[config.mk]
export PLATFORM = sky130hd
export DESIGN_NAME = xalu_ise_arb
export DESIGN_NICKNAME = d
export VERILOG_FILES = /design/src/rtl/xalu_ise_pkg.sv /design/src/rtl/xalu_ise_rr_arb.sv /design/src/rtl/xalu_ise_arb.sv
export SDC_FILE = /design/constraint.sdc
export NUM_CORES = 1
export LEC_CHECK = 0
export CAP_MARGIN = 5
export CORE_AREA = 2 2 131 133
export DETAILED_ROUTE_END_ITERATION = 16
export DIE_AREA = 0 0 133 135
export PLACE_DENSITY = 0.76
export SLEW_MARGIN = 20
export SYNTH_ARGS = -nofsm -noshare
export SYNTH_HDL_FRONTEND = slang
export SYNTH_SLANG_ARGS = --single-unit
[constraint.sdc]
create_clock -name ise_clk -period 3.3 [get_ports ise_clk]
set_input_delay 0.66 -clock ise_clk [delete_from_list [all_inputs] [get_ports ise_clk]]
set_output_delay 0.66 -clock ise_clk [all_outputs]
set_load 0.005 [all_outputs]
[src/rtl/xalu_ise_pkg.sv]
// Shared constants for the xalu_ise issue controller: opcode selectors,
// FSM state encoding and requester port indices.
package xalu_ise_pkg;

    localparam logic [1:0] CUSTOM_0 = 2'd0;
    localparam logic [1:0] CUSTOM_1 = 2'd1;
    localparam logic [1:0] CUSTOM_2 = 2'd2;
    localparam logic [1:0] CUSTOM_3 = 2'd3;

    typedef enum logic {
        IDLE = 1'b0,
        EXEC = 1'b1
    } state_t;

    localparam logic PORT0 = 1'b0;
    localparam logic PORT1 = 1'b1;

endpackage

[src/rtl/xalu_ise_rr_arb.sv]
// Two-way arbiter: round-robin on the last winner, or port 0 fixed priority
// with a saturating starvation counter that forces a port 1 grant.
module xalu_ise_rr_arb
    import xalu_ise_pkg::*;
#(
    parameter logic       PRIO_FIX   = 1'b0,
    parameter logic [3:0] STARVE_MAX = 4'd8
) (
    input  logic clk,
    input  logic rst_n,
    input  logic elig0,
    input  logic elig1,
    input  logic val1,
    output logic grant0,
    output logic grant1
);

    logic       last;
    logic [3:0] starve;

    always_comb begin
        // NOTE: defaults first so every path assigns both grants; no latch.
        grant0 = 1'b0;
        grant1 = 1'b0;
        if (PRIO_FIX == 1'b0) begin
            if (elig0 && elig1) begin
                grant0 = (last == PORT1);
                grant1 = (last == PORT0);
            end else begin
                grant0 = elig0;
                grant1 = elig1;
            end
        end else begin
            grant1 = elig1 && (!elig0 || starve == STARVE_MAX);
            grant0 = elig0 && !grant1;
        end
    end

    always_ff @(posedge clk) begin
        // NOTE: non-blocking assignments for all state; reset is sampled on the edge.
        if (!rst_n) begin
            last   <= PORT0;
            starve <= 4'd0;
        end else begin
            if (grant0 || grant1)
                last <= grant1 ? PORT1 : PORT0;
            if (grant1)
                starve <= 4'd0;
            else if (val1 && starve != STARVE_MAX)
                starve <= starve + 4'd1;
        end
    end

endmodule

[src/rtl/xalu_ise_arb.sv]
// Two-port issue controller for a shared combinational xalu_ise: arbitrates,
// registers the winning op into a one-cycle issue stage, buffers each result.
module xalu_ise_arb
    import xalu_ise_pkg::*;
#(
    parameter logic       PRIO_FIX   = 1'b0,
    parameter logic [3:0] STARVE_MAX = 4'd8
) (
    input  logic        ise_clk,
    input  logic        ise_rst,
    input  logic        req0_val,
    output logic        req0_rdy,
    input  logic [4:0]  req0_fn,
    input  logic [6:0]  req0_imm,
    input  logic [31:0] req0_in1,
    input  logic [31:0] req0_in2,
    input  logic        req1_val,
    output logic        req1_rdy,
    input  logic [4:0]  req1_fn,
    input  logic [6:0]  req1_imm,
    input  logic [31:0] req1_in1,
    input  logic [31:0] req1_in2,
    output logic        rsp0_val,
    input  logic        rsp0_rdy,
    output logic [31:0] rsp0_out,
    output logic        rsp0_err,
    output logic        rsp1_val,
    input  logic        rsp1_rdy,
    output logic [31:0] rsp1_out,
    output logic        rsp1_err,
    output logic        ise_val,
    output logic [4:0]  ise_fn,
    output logic [6:0]  ise_imm,
    output logic [31:0] ise_in1,
    output logic [31:0] ise_in2,
    input  logic        ise_oval,
    input  logic [31:0] ise_out
);

    state_t      state;
    logic        owner;
    logic        grant0, grant1;
    logic        elig0, elig1;
    logic        cap0, cap1;
    logic [31:0] result;

    // A port may not re-issue while its op is in flight or its buffer is still held.
    assign elig0 = req0_val && !(rsp0_val && !rsp0_rdy) && !(state == EXEC && owner == PORT0);
    assign elig1 = req1_val && !(rsp1_val && !rsp1_rdy) && !(state == EXEC && owner == PORT1);

    assign req0_rdy = grant0;
    assign req1_rdy = grant1;

    assign cap0   = (state == EXEC) && (owner == PORT0);
    assign cap1   = (state == EXEC) && (owner == PORT1);
    assign result = ise_oval ? ise_out : 32'd0;

    xalu_ise_rr_arb #(
        .PRIO_FIX   (PRIO_FIX),
        .STARVE_MAX (STARVE_MAX)
    ) u_arb (
        .clk    (ise_clk),
        .rst_n  (ise_rst),
        .elig0  (elig0),
        .elig1  (elig1),
        .val1   (req1_val),
        .grant0 (grant0),
        .grant1 (grant1)
    );

    always_ff @(posedge ise_clk) begin
        if (!ise_rst) begin
            state   <= IDLE;
            owner   <= PORT0;
            ise_val <= 1'b0;
            ise_fn  <= 5'd0;
            ise_imm <= 7'd0;
            ise_in1 <= 32'd0;
            ise_in2 <= 32'd0;
        end else if (grant0 || grant1) begin
            state   <= EXEC;
            ise_val <= 1'b1;
            owner   <= grant1 ? PORT1 : PORT0;
            ise_fn  <= grant1 ? req1_fn  : req0_fn;
            ise_imm <= grant1 ? req1_imm : req0_imm;
            ise_in1 <= grant1 ? req1_in1 : req0_in1;
            ise_in2 <= grant1 ? req1_in2 : req0_in2;
        end else begin
            state   <= IDLE;
            ise_val <= 1'b0;
        end
    end

    always_ff @(posedge ise_clk) begin
        if (!ise_rst) begin
            rsp0_val <= 1'b0;
            rsp0_out <= 32'd0;
            rsp0_err <= 1'b0;
        end else if (cap0) begin
            rsp0_val <= 1'b1;
            rsp0_out <= result;
            rsp0_err <= !ise_oval;
        end else if (rsp0_val && rsp0_rdy) begin
            rsp0_val <= 1'b0;
        end
    end

    always_ff @(posedge ise_clk) begin
        if (!ise_rst) begin
            rsp1_val <= 1'b0;
            rsp1_out <= 32'd0;
            rsp1_err <= 1'b0;
        end else if (cap1) begin
            rsp1_val <= 1'b1;
            rsp1_out <= result;
            rsp1_err <= !ise_oval;
        end else if (rsp1_val && rsp1_rdy) begin
            rsp1_val <= 1'b0;
        end
    end

endmodule

Yosys cells after proc, flatten, opt, wreduce, memory -nomap -nowiden
Cells that the tools add are included.
- multiplexer cells: 13
- bitwise gates (word level): 1
- reduce and logical (&&, ||, !) cells: 21
- operators with widths (cell ; number):
    $mux 32 ; 3
    $logic_and 1x1->1 ; 11
    $mux 1 ; 8
    $logic_not 1->1 ; 7
    $mux 7 ; 1
    $mux 5 ; 1
    $reduce_bool 2->1 ; 2
    $logic_or 1x1->1 ; 1
    $not 1->1 ; 1
- bits in registers: 146
- input port bits: 191
- output and inout bits: 147
- logic and storage cells: 47

Longest topological paths before layout
Gate-level depths: netlist of run 1.
- word-level depth: 9
- depth in mapped cells: 9
- depth with buffers taken out: 4

Cells and area by module
A second synthesis of run 1 with hierarchy kept.
- cell total of the unflattened synthesis: 653
- area total of the unflattened synthesis: 6038.3 um2
- modules (own cells, without submodules) (module ; instances ; cells each ; area each (um2) ; seq. area each (um2)):
    xalu_ise_arb ; 1 ; 647 ; 5989.5 ; 2922.8
    xalu_ise_rr_arb ; 1 ; 6 ; 48.8 ; 20.0

Least setup slack after synthesis of run 1
No wires, ideal clock.
- path type: input to output
- start: input rsp1_rdy
- end: output req1_rdy
- arrival: 1.662 ns
- required time: 2.640 ns
- path slack: 0.978 ns
- cell stages on the path: 6
- path buffers: 3
- cells stage by stage: nand2b_1 and3_1 buf_2 buf_4 clkbuf_1 and2_1
- cells in the longest elaborated chain, start to end: 7
- ends and longest elaborated chain (what ; RTL line ; RTL):
    from (decl) ; xalu_ise_arb.sv:28 ; input logic rsp1_rdy,
    $logic_not 1->1 (*) ; xalu_ise_arb.sv:49 ; assign elig1 = req1_val && !(rsp1_val && !rsp1_rdy) && !(state == EXEC && owner == PORT1);
    $logic_and 1x1->1 (*) ; xalu_ise_arb.sv:49 ;
    $logic_not 1->1 (*) ; xalu_ise_arb.sv:49 ;
    $logic_and 1x1->1 (*) (2 in a row) ; xalu_ise_arb.sv:49 ;
    $logic_and 1x1->1 ; xalu_ise_rr_arb.sv:26 ; if (elig0 && elig1) begin
    $mux 1 (*) ; xalu_ise_rr_arb.sv:26 ;
    to (decl) ; xalu_ise_arb.sv:18 ; output logic req1_rdy,
Every way passes the cells marked *; elsewhere a longest branch is shown, timed or not.

Worst setup path in the final report of run 1
- start: input rsp1_rdy
- end: output req0_rdy
- cells in the longest elaborated chain, start to end: 7
- ends and longest elaborated chain (what ; RTL line ; RTL):
    $logic_not 1->1 ; xalu_ise_arb.sv:49 ;
    $logic_and 1x1->1 ; xalu_ise_arb.sv:49 ;
    $logic_not 1->1 ; xalu_ise_arb.sv:49 ;
    $logic_and 1x1->1 (2 in a row) ; xalu_ise_arb.sv:49 ;
    $logic_and 1x1->1 ; xalu_ise_rr_arb.sv:26 ;
    $mux 1 ; xalu_ise_rr_arb.sv:26 ;
    to (decl) ; xalu_ise_arb.sv:12 ; output logic req0_rdy,
No other way between the ends.

==> flow_summary.toml, run 1 <==
[floorplan]
die_h_um = 135
fp.dieW_um = 133
rows = 47
fp.coreArea_um2 = 16410
initial_core_util = 0.3593
die_area_um2 = 17960
io_pins = 338

[critical_path]
crit_path_end_kind = "primary output"
start_kind = "primary input"
arrival_ns = 2.26
setup.worst_path.class = "primary input to primary output"
cp_max_fo = 4
worstPathRequired_ns = 2.64

[sta]
fin_skew_ns = 0.007801
rsz0062_at_grt = "false"
period_needed_ns = 2.919
finalSetupTns_ns = 0
max_slew_margin = 0.4319
fin_crit_sh = 0.8844
setup_viol_count_final = 0
max_freq_ghz = 0.3426
slew_viol_final = 0
worst_pin_slew_ns = 0.8521
hold_viol_final = 0

[global_route]
antenna_found_initial = 0
grt_start_max_net_pins = 121
grt_pass1_wl_um = 32810
grt_usage = 0.2325
grt_pass1_vias = 5944
overflow = 0

[logic_synthesis]
synth.top_cell.area_share = 0.4959
ys_warn_count = 0
syn_inst = 666
yosys.area.top_type = "dfxtp_1"
synth_area_leaders = "dfxtp_1 (50%), a221o_1 (13%), nand2_1 (9.1%)"
syn_avg_cell_area_um2 = 8.850
syn_nets = 857
synth-seq-cells = 146
synth_cell_types = 22
yosysSeqAreaShare = 0.4959
netlist_area_um2 = 5894

[routing]
via_per_inst = 5.260
ant_nets = 0
vias = 6286
drc = 0
drt_iter0_drc = 369
wl_per_cell_um = 17.99
drtPass1Iterations = 5
wl_um = 21500

[clock_tree]
cts_setup_buffers = 0
cts_tree = "yes"
cts_buffers = 17
clkSlewWorstSetupHoldPaths_ns = 0.06
insertion_delay_ns = 0.41
root_buffer = "clkbuf_16"
htree_levels = 4
hold_buffers = 0
cts_buffer_depth = 2
cts_sinks = 146
cts_resized = 0

[pwr]
clkPwrFrac = 0.428
internal_power_mw = 3.763
ir_drop_mv = 0.3253
seq_power_share = 0.395
p_sw_mw = 1.181
p_per_area_nw_per_um2 = 493.9
power_leakage_nw = 3.551
p_comb_frac = 0.177
switching_share = 0.2388

[finish]
stdcell_count = 1195
area_growth_pct = 69.82
final_nets = 1153
drive_gt1_frac = 0.05436
nFillCells = 1425
ff_latch_area_um2 = 2923
multi_input_area_um2 = 2653
antenna_cells = 0

[placed_design]
dp_hpwl_um = 14580
post-place-cells = 1163
io_buffers = 337
gp_congestion = 0.7959

[hold_path]
holdCritPathClass = "flop to flop"

[run]
drv_cap = 0

[status]
status = "completed"
[critical path, cell delays in order]
cell             delay (ns)
clkdlybuf4s50_1        0.40
nand2b_1               0.20
a21oi_1                0.26
o21a_1                 0.16
clkdlybuf4s50_1        0.57
[power by group through the flow]
stage / logic, mW / clock network [mW] / registers [mW]
final: 0.876 / 2.12 / 1.95
after global routing: 0.939 / 2.24 / 1.97
after CTS: 0.883 / 2.16 / 1.95
after detailed placement: 0.878 / 0 / 1.99
after global placement: 0.873 / 0 / 1.99
after floorplan: 0.304 / 0 / 1.99
[cell usage after synthesis, drive strengths merged]
| library cell | instances |
|---|---|
| nand3 | 65 |
| clkbuf | 51 |
| a21oi | 2 |
| a21boi | 66 |
| buf | 22 |
| nand2b | 3 |
| o211a | 3 |
| o21a | 2 |
| and2 | 2 |
| nand2 | 144 |
| inv | 1 |
| nor2b | 2 |
| nor2 | 2 |
| nor3 | 77 |
| a221o | 76 |
| dfxtp | 146 |
| and3 | 2 |
[sequential cells by signal, summed over array words and instances, names as in the netlist]
| signal | cells |
|---|---|
| rsp0_out | 32 |
| owner | 1 |
| rsp1_err | 1 |
| ise_in2 | 32 |
| rsp1_val | 1 |
| state | 1 |
| rsp1_out | 32 |
| rsp0_val | 1 |
| ise_imm | 7 |
| rsp0_err | 1 |
| ise_in1 | 32 |
| ise_fn | 5 |
[worst paths after layout]
path	startpoint	to	slack, ns	cells past startpoint
worst max-delay path	rsp1_rdy	req0_rdy	0.38	5
worst min-delay path	rsp0_out[14]$_SDFFE_PN0P_	rsp0_out[14]$_SDFFE_PN0P_	0.46	2
worst max register to register	owner$_SDFFE_PN0P_	ise_in1[8]$_SDFFE_PN0P_	1.32	5
worst min register to register	rsp0_out[14]$_SDFFE_PN0P_	rsp0_out[14]$_SDFFE_PN0P_	0.46	2
[routing by layer]
metal | vias up | part of all wire | wire, um | GRT usage
li1 | 2997 | - | - | -
met1 | 2969 | 0.41 | 8797 | 0.2805
met2 | 283 | 0.48 | 10250 | 0.3762
met3 | 37 | 0.085 | 1829 | 0.08221
met4 | 0 | 0.029 | 626 | 0.1004
met5 | - | 0 | 0 | 0
[kinds of logic (layout without fill, tap and decap cells)]
logic type | after synthesis | in the layout | share of synthesized area
simple gates | 297 | 297 | 0.2244
compound gates | 149 | 149 | 0.2225
flops | 146 | 146 | 0.4959
buf+inv | 74 | 383 | 0.05731
[final cells by class]
class | count | share of cell area
Clock inverter | 11 | 0.01738
Sequential cell | 146 | 0.2920
Clock buffer | 21 | 0.04800
Tap cell | 220 | 0.02750
Timing Repair Buffer | 350 | 0.3498
Inverter | 1 | 0.0003750
Multi-Input combinational cell | 446 | 0.2650
[metrics by stage]
step	power (mW)	cell area [um^2]	setup WS, ns	hold slack, ns	utilization
2_1_floorplan	2.295	5894	0.9783	0.4600	-
3_5_place_dp	2.864	9355	0.3907	0.4560	0.5702
4_1_cts	4.995	10010	0.3697	0.4642	0.6101
5_1_grt	5.145	10010	0.3078	0.4815	0.6101
3_3_place_gp	2.859	9355	0.4078	0.4499	0.5702
6_report	4.944	10010	0.3813	0.4612	0.6101
[placed cells by master, fill, tap and decap left out]
cell type	synthesis	routed
inv_6	0	2
bufinv_16	0	4
o211a_4	0	1
a21oi_1	2	2
buf_4	3	11
o211a_1	3	2
a21boi_0	66	66
clkbuf_16	0	17
o21a_1	2	2
clkinv_4	0	1
nor3_1	76	76
nor3_4	0	1
a221o_1	76	76
nand3_1	65	65
buf_2	9	1
clkinvlp_4	0	3
clkdlybuf4s50_1	0	335
inv_1	1	1
and3_2	0	2
clkinv_2	0	1
nor2_1	2	2
nand2_2	1	1
nand2b_1	3	3
and2_1	2	2
clkbuf_8	0	4
dfxtp_1	146	146
buf_12	0	3
nor2b_1	2	1
nor2b_2	0	1
nand2_1	143	143
No activity file was read; power rests on OpenSTA's default activity.
==> run 2: changes to the inputs <==
--- a/config.mk
+++ b/config.mk
@@ -6,10 +6,11 @@
 export NUM_CORES = 1
 export LEC_CHECK = 0
 export CAP_MARGIN = 5
-export CORE_AREA = 2 2 131 133
+export CORE_AREA = 2 2 133 135
+export CTS_BUF_LIST = sky130_fd_sc_hd__clkbuf_4 sky130_fd_sc_hd__clkbuf_8
 export DETAILED_ROUTE_END_ITERATION = 16
-export DIE_AREA = 0 0 133 135
-export PLACE_DENSITY = 0.76
+export DIE_AREA = 0 0 135 137
+export PLACE_DENSITY = 0.74
 export SLEW_MARGIN = 20
 export SYNTH_ARGS = -nofsm -noshare
 export SYNTH_HDL_FRONTEND = slang
==> flow_summary.toml, run 2 (synthesis gave the netlist of run 1 again) <==
[critical_path]
crit_chain = "clkdlybuf4s50_1 > nand2b_1 > and3_2 > and2_1 > clkdlybuf4s50_1"
startpoint = "rsp1_rdy"
start_kind = "primary input"
cp_max_fo = 4
crit_path_end_kind = "primary output"
slowest_delay_ns = 0.55
worstPathRequired_ns = 2.64
arrival_ns = 2.22
worst_path_max_delay_cell = "clkdlybuf4s50_1"
setup.worst_path.class = "primary input to primary output"
r2r-start = "owner$_SDFFE_PN0P_"
cpMostUsedCell = "clkdlybuf4s50_1"

[global_route]
overflow = 0
grt_usage = 0.2171
antenna_found_initial = 0
grt_pass1_vias = 5717
grt_pass1_wl_um = 31470
grt_start_max_net_pins = 94

[sta]
max_slew_margin = 0.3923
fin_crit_sh = 0.8740
max_freq_ghz = 0.3467
slew_viol_final = 0
worst_pin_slew_ns = 0.9115
hold_ws_ns = 0.4640
rsz0062_at_grt = "false"
hold_viol_final = 0
period_needed_ns = 2.884
finalSetupTns_ns = 0
setup_viol_count_final = 0
fin_skew_ns = 0.01399

[floorplan]
die_h_um = 137
rows = 48
io_pins = 338
initial_core_util = 0.3456
fp.dieW_um = 135
die_area_um2 = 18500
fp.coreArea_um2 = 17060

[pwr]
power_leakage_nw = 3.470
ir_drop_mv = 0.3070
p_per_area_nw_per_um2 = 456.8

[finish]
area_growth_pct = 67.01
final_common_cell = "clkdlybuf4s50_1"
ff_latch_area_um2 = 2923
most-common-layout-cells = "clkdlybuf4s50_1 (335), dfxtp_1 (146), nand2_1 (143)"
stdcell_area_um2 = 9844
drive_gt1_frac = 0.05242
final_nets = 1151
multi_input_area_um2 = 2653
fin_util = 0.5772
antenna_cells = 0
nFillCells = 1591

[hold_path]
holdCritPathClass = "flop to flop"
hold_start = "rsp0_out[30]$_SDFFE_PN0P_"

[clock_tree]
cts_resized = 0
insertion_delay_ns = 0.44
htree_levels = 4
root_buffer = "clkbuf_8"
cts_buffers = 17
hold_buffers = 0
cts_buffer_depth = 2
cts_tree = "yes"
cts_sinks = 146
clkSlewWorstSetupHoldPaths_ns = 0.08
cts_setup_buffers = 0

[routing]
wl_um = 20830
wl_per_cell_um = 17.39
vias = 6095
drc = 0
via_per_inst = 5.088
ant_nets = 0
drt_iter0_drc = 296
drtPass1Iterations = 6

[placed_design]
placed_area_um2 = 9371
dp_hpwl_um = 14270
io_buffers = 337
gp_congestion = 0.7941

[run]
drv_cap = 0

[status]
status = "completed"
==> run 2: cell types whose count changed in the layout (fill, tap and decap cells not counted) <==
cell	delta
clkbuf_16	-17
clkinv_4	+1
bufinv_16	+1
inv_8	+1
clkbuf_8	+14
buf_12	+2
inv_6	+1
clkinvlp_4	-1
buf_4	-4
==> run 2: worst paths after layout <==
check / endpoint / slack (ns) / cells past startpoint
max: req1_rdy / 0.42 / 5
max reg2reg: ise_fn[0]$_SDFFE_PN0P_ / 1.29 / 6
min reg2reg: rsp0_out[30]$_SDFFE_PN0P_ / 0.46 / 2
min: rsp0_out[30]$_SDFFE_PN0P_ / 0.46 / 2
==> run 2: worst max-delay path, delay by kind of cell <==
kind | cells | cell delay, ns
buffers and inverters | 2 | 1.01
and+or+nand+nor | 3 | 0.56
==> run 2: per-stage QoR <==
| stage | worst slack (ns) | instances | total power [mW] |
|---|---|---|---|
| after CTS | 0.4166 | 1198 | 4.551 |
| after global placement | 0.4307 | 1166 | 2.864 |
| after global routing | 0.3053 | 1198 | 4.692 |
| after detailed placement | 0.4394 | 1166 | 2.868 |
| after floorplan | 0.9783 | 666 | 2.295 |
| final | 0.4159 | 1198 | 4.497 |
==> run 2: layout make-up <==
cell class	instances	share of cell area
flip-flops and latches	146	0.2969
clock inverters	14	0.02288
multi-input cells	446	0.2694
clock buffers	18	0.02517
well taps	225	0.02860
repair buffers	348	0.3566
inverters	1	0.0003813
==> run 2: routing by layer <==
metal	GRT usage	vias to the layer above	part of all wire
met5	0	-	0
met4	0.08681	0	0.026
met3	0.08074	35	0.088
met2	0.3528	238	0.48
met1	0.2605	2837	0.40
li1	-	2985	-
==> run 2: report_power, final <==
group          internal, mW  leakage (nW)  switching, mW  total (mW)
combinational         0.530          2.04          0.346       0.876
sequential             1.88          1.20         0.0670        1.95
clock                 0.934         0.232          0.738        1.67
==> run 3: changes to the inputs <==
--- a/config.mk
+++ b/config.mk
@@ -10,8 +10,9 @@
 export CTS_BUF_LIST = sky130_fd_sc_hd__clkbuf_4 sky130_fd_sc_hd__clkbuf_8
 export DETAILED_ROUTE_END_ITERATION = 16
 export DIE_AREA = 0 0 135 137
+export GPL_ROUTABILITY_DRIVEN = 0
 export PLACE_DENSITY = 0.74
-export SLEW_MARGIN = 20
+export SLEW_MARGIN = 40
 export SYNTH_ARGS = -nofsm -noshare
 export SYNTH_HDL_FRONTEND = slang
 export SYNTH_SLANG_ARGS = --single-unit
==> flow_summary.toml, run 3 (synthesis gave the netlist of run 1 again) <==
[status]
status = "completed"

[pwr]
ir_drop_mv = 0.2301
p_per_area_nw_per_um2 = 439.1
clkPwrFrac = 0.343
p_sw_mw = 1.114
seq_power_share = 0.453
switching_share = 0.2587
internal_power_mw = 3.191
p_comb_frac = 0.205
power_leakage_nw = 3.459

[clock_tree]
hold_buffers = 0
cts_tree = "yes"
cts_sinks = 146
root_buffer = "clkbuf_8"
cts_buffers = 17
cts_resized = 0
cts_buffer_depth = 2
htree_levels = 4
cts_setup_buffers = 0
clkSlewWorstSetupHoldPaths_ns = 0.08
insertion_delay_ns = 0.44

[global_route]
overflow = 0
grt_pass1_wl_um = 31300
antenna_found_initial = 0
grt_usage = 0.2164
grt_pass1_vias = 5745
grt_start_max_net_pins = 94

[routing]
wl_um = 20890
drtPass1Iterations = 5
vias = 6169
ant_nets = 0
wl_per_cell_um = 17.43
drc = 0
drt_iter0_drc = 317
via_per_inst = 5.145

[critical_path]
setup.worst_path.class = "primary input to primary output"
cp_max_fo = 4
r2r-start = "owner$_SDFFE_PN0P_"
arrival_ns = 2.20
reg2reg_setup_slack_ns = 1.28
worstPathRequired_ns = 2.64
startpoint = "rsp1_rdy"
start_kind = "primary input"
crit_path_end_kind = "primary output"

[sta]
setup_viol_count_final = 0
finalSetupTns_ns = 0
setup_slack_ns = 0.4400
period_needed_ns = 2.860
slew_viol_final = 0
hold_viol_final = 0
max_freq_ghz = 0.3496
hold_ws_ns = 0.4637
worst_pin_slew_ns = 0.7858
max_slew_margin = 0.4762
fin_crit_sh = 0.8667
rsz0062_at_grt = "false"
fin_skew_ns = 0.01535

[finish]
final_common_cell = "clkdlybuf4s50_1"
antenna_cells = 0
area_growth_pct = 66.33
stdcell_count = 1199
drive_gt1_frac = 0.05339
most-common-layout-cells = "clkdlybuf4s50_1 (335), dfxtp_1 (146), nand2_1 (143)"
nFillCells = 1552
final_nets = 1152

[floorplan]
fp.coreArea_um2 = 17060
die_area_um2 = 18500
initial_core_util = 0.3456
die_h_um = 137
fp.dieW_um = 135
rows = 48
io_pins = 338

[placed_design]
io_buffers = 337
post-place-ws_ns = 0.4259
post-place-cells = 1167
dp_hpwl_um = 14330

[hold_path]
holdCritPathClass = "flop to flop"
hold_start = "rsp1_out[12]$_SDFFE_PN0P_"

[run]
drv_cap = 0
==> run 3: layout make-up <==
class / instances / area, um^2 / area share
Timing Repair Buffer: 349 / 3531 / 0.3601
Sequential cell: 146 / 2923 / 0.2981
Multi-Input combinational cell: 446 / 2653 / 0.2705
Clock buffer: 19 / 255.2 / 0.02603
Inverter: 1 / 3.754 / 0.0003828
Tap cell: 225 / 281.5 / 0.02871
Clock inverter: 13 / 157.7 / 0.01608
==> run 3: final timing paths <==
| path | to | cells after the start |
|---|---|---|
| hold / removal | rsp1_out[12]$_SDFFE_PN0P_ | 2 |
| setup reg to reg | ise_in1[19]$_SDFFE_PN0P_ | 6 |
| setup / recovery | req1_rdy | 5 |
| hold reg to reg | rsp1_out[12]$_SDFFE_PN0P_ | 2 |
==> run 3: per-stage QoR <==
step	util	instance area (um^2)	power (mW)
after CTS	0.5748	9804	4.353
after global routing	0.5748	9804	4.494
after global placement	0.5494	9371	2.864
final	0.5748	9804	4.305
after detailed placement	0.5506	9392	2.873
after floorplan	-	5894	2.295
==> run 3: per-layer routing <==
metal / share of wire / GRT usage
met2: 0.49 / 0.3553
met5: 0 / 0
met1: 0.40 / 0.2632
met3: 0.093 / 0.07963
met4: 0.020 / 0.07176
==> run 3: critical path: stages <==
cell and delay (ns):
clkdlybuf4s50_1 0.45, nand2b_1 0.17, and3_2 0.24, and2_1 0.13, clkdlybuf4s50_1 0.55
==> run 3: power groups by stage <==
stage	Clock (mW)	Sequential (mW)	Combinational, mW
6_report	1.48	1.95	0.881
5_1_grt	1.59	1.96	0.946
4_1_cts	1.52	1.95	0.889
3_5_place_dp	0	1.99	0.885
3_3_place_gp	0	1.99	0.878
2_1_floorplan	0	1.99	0.304
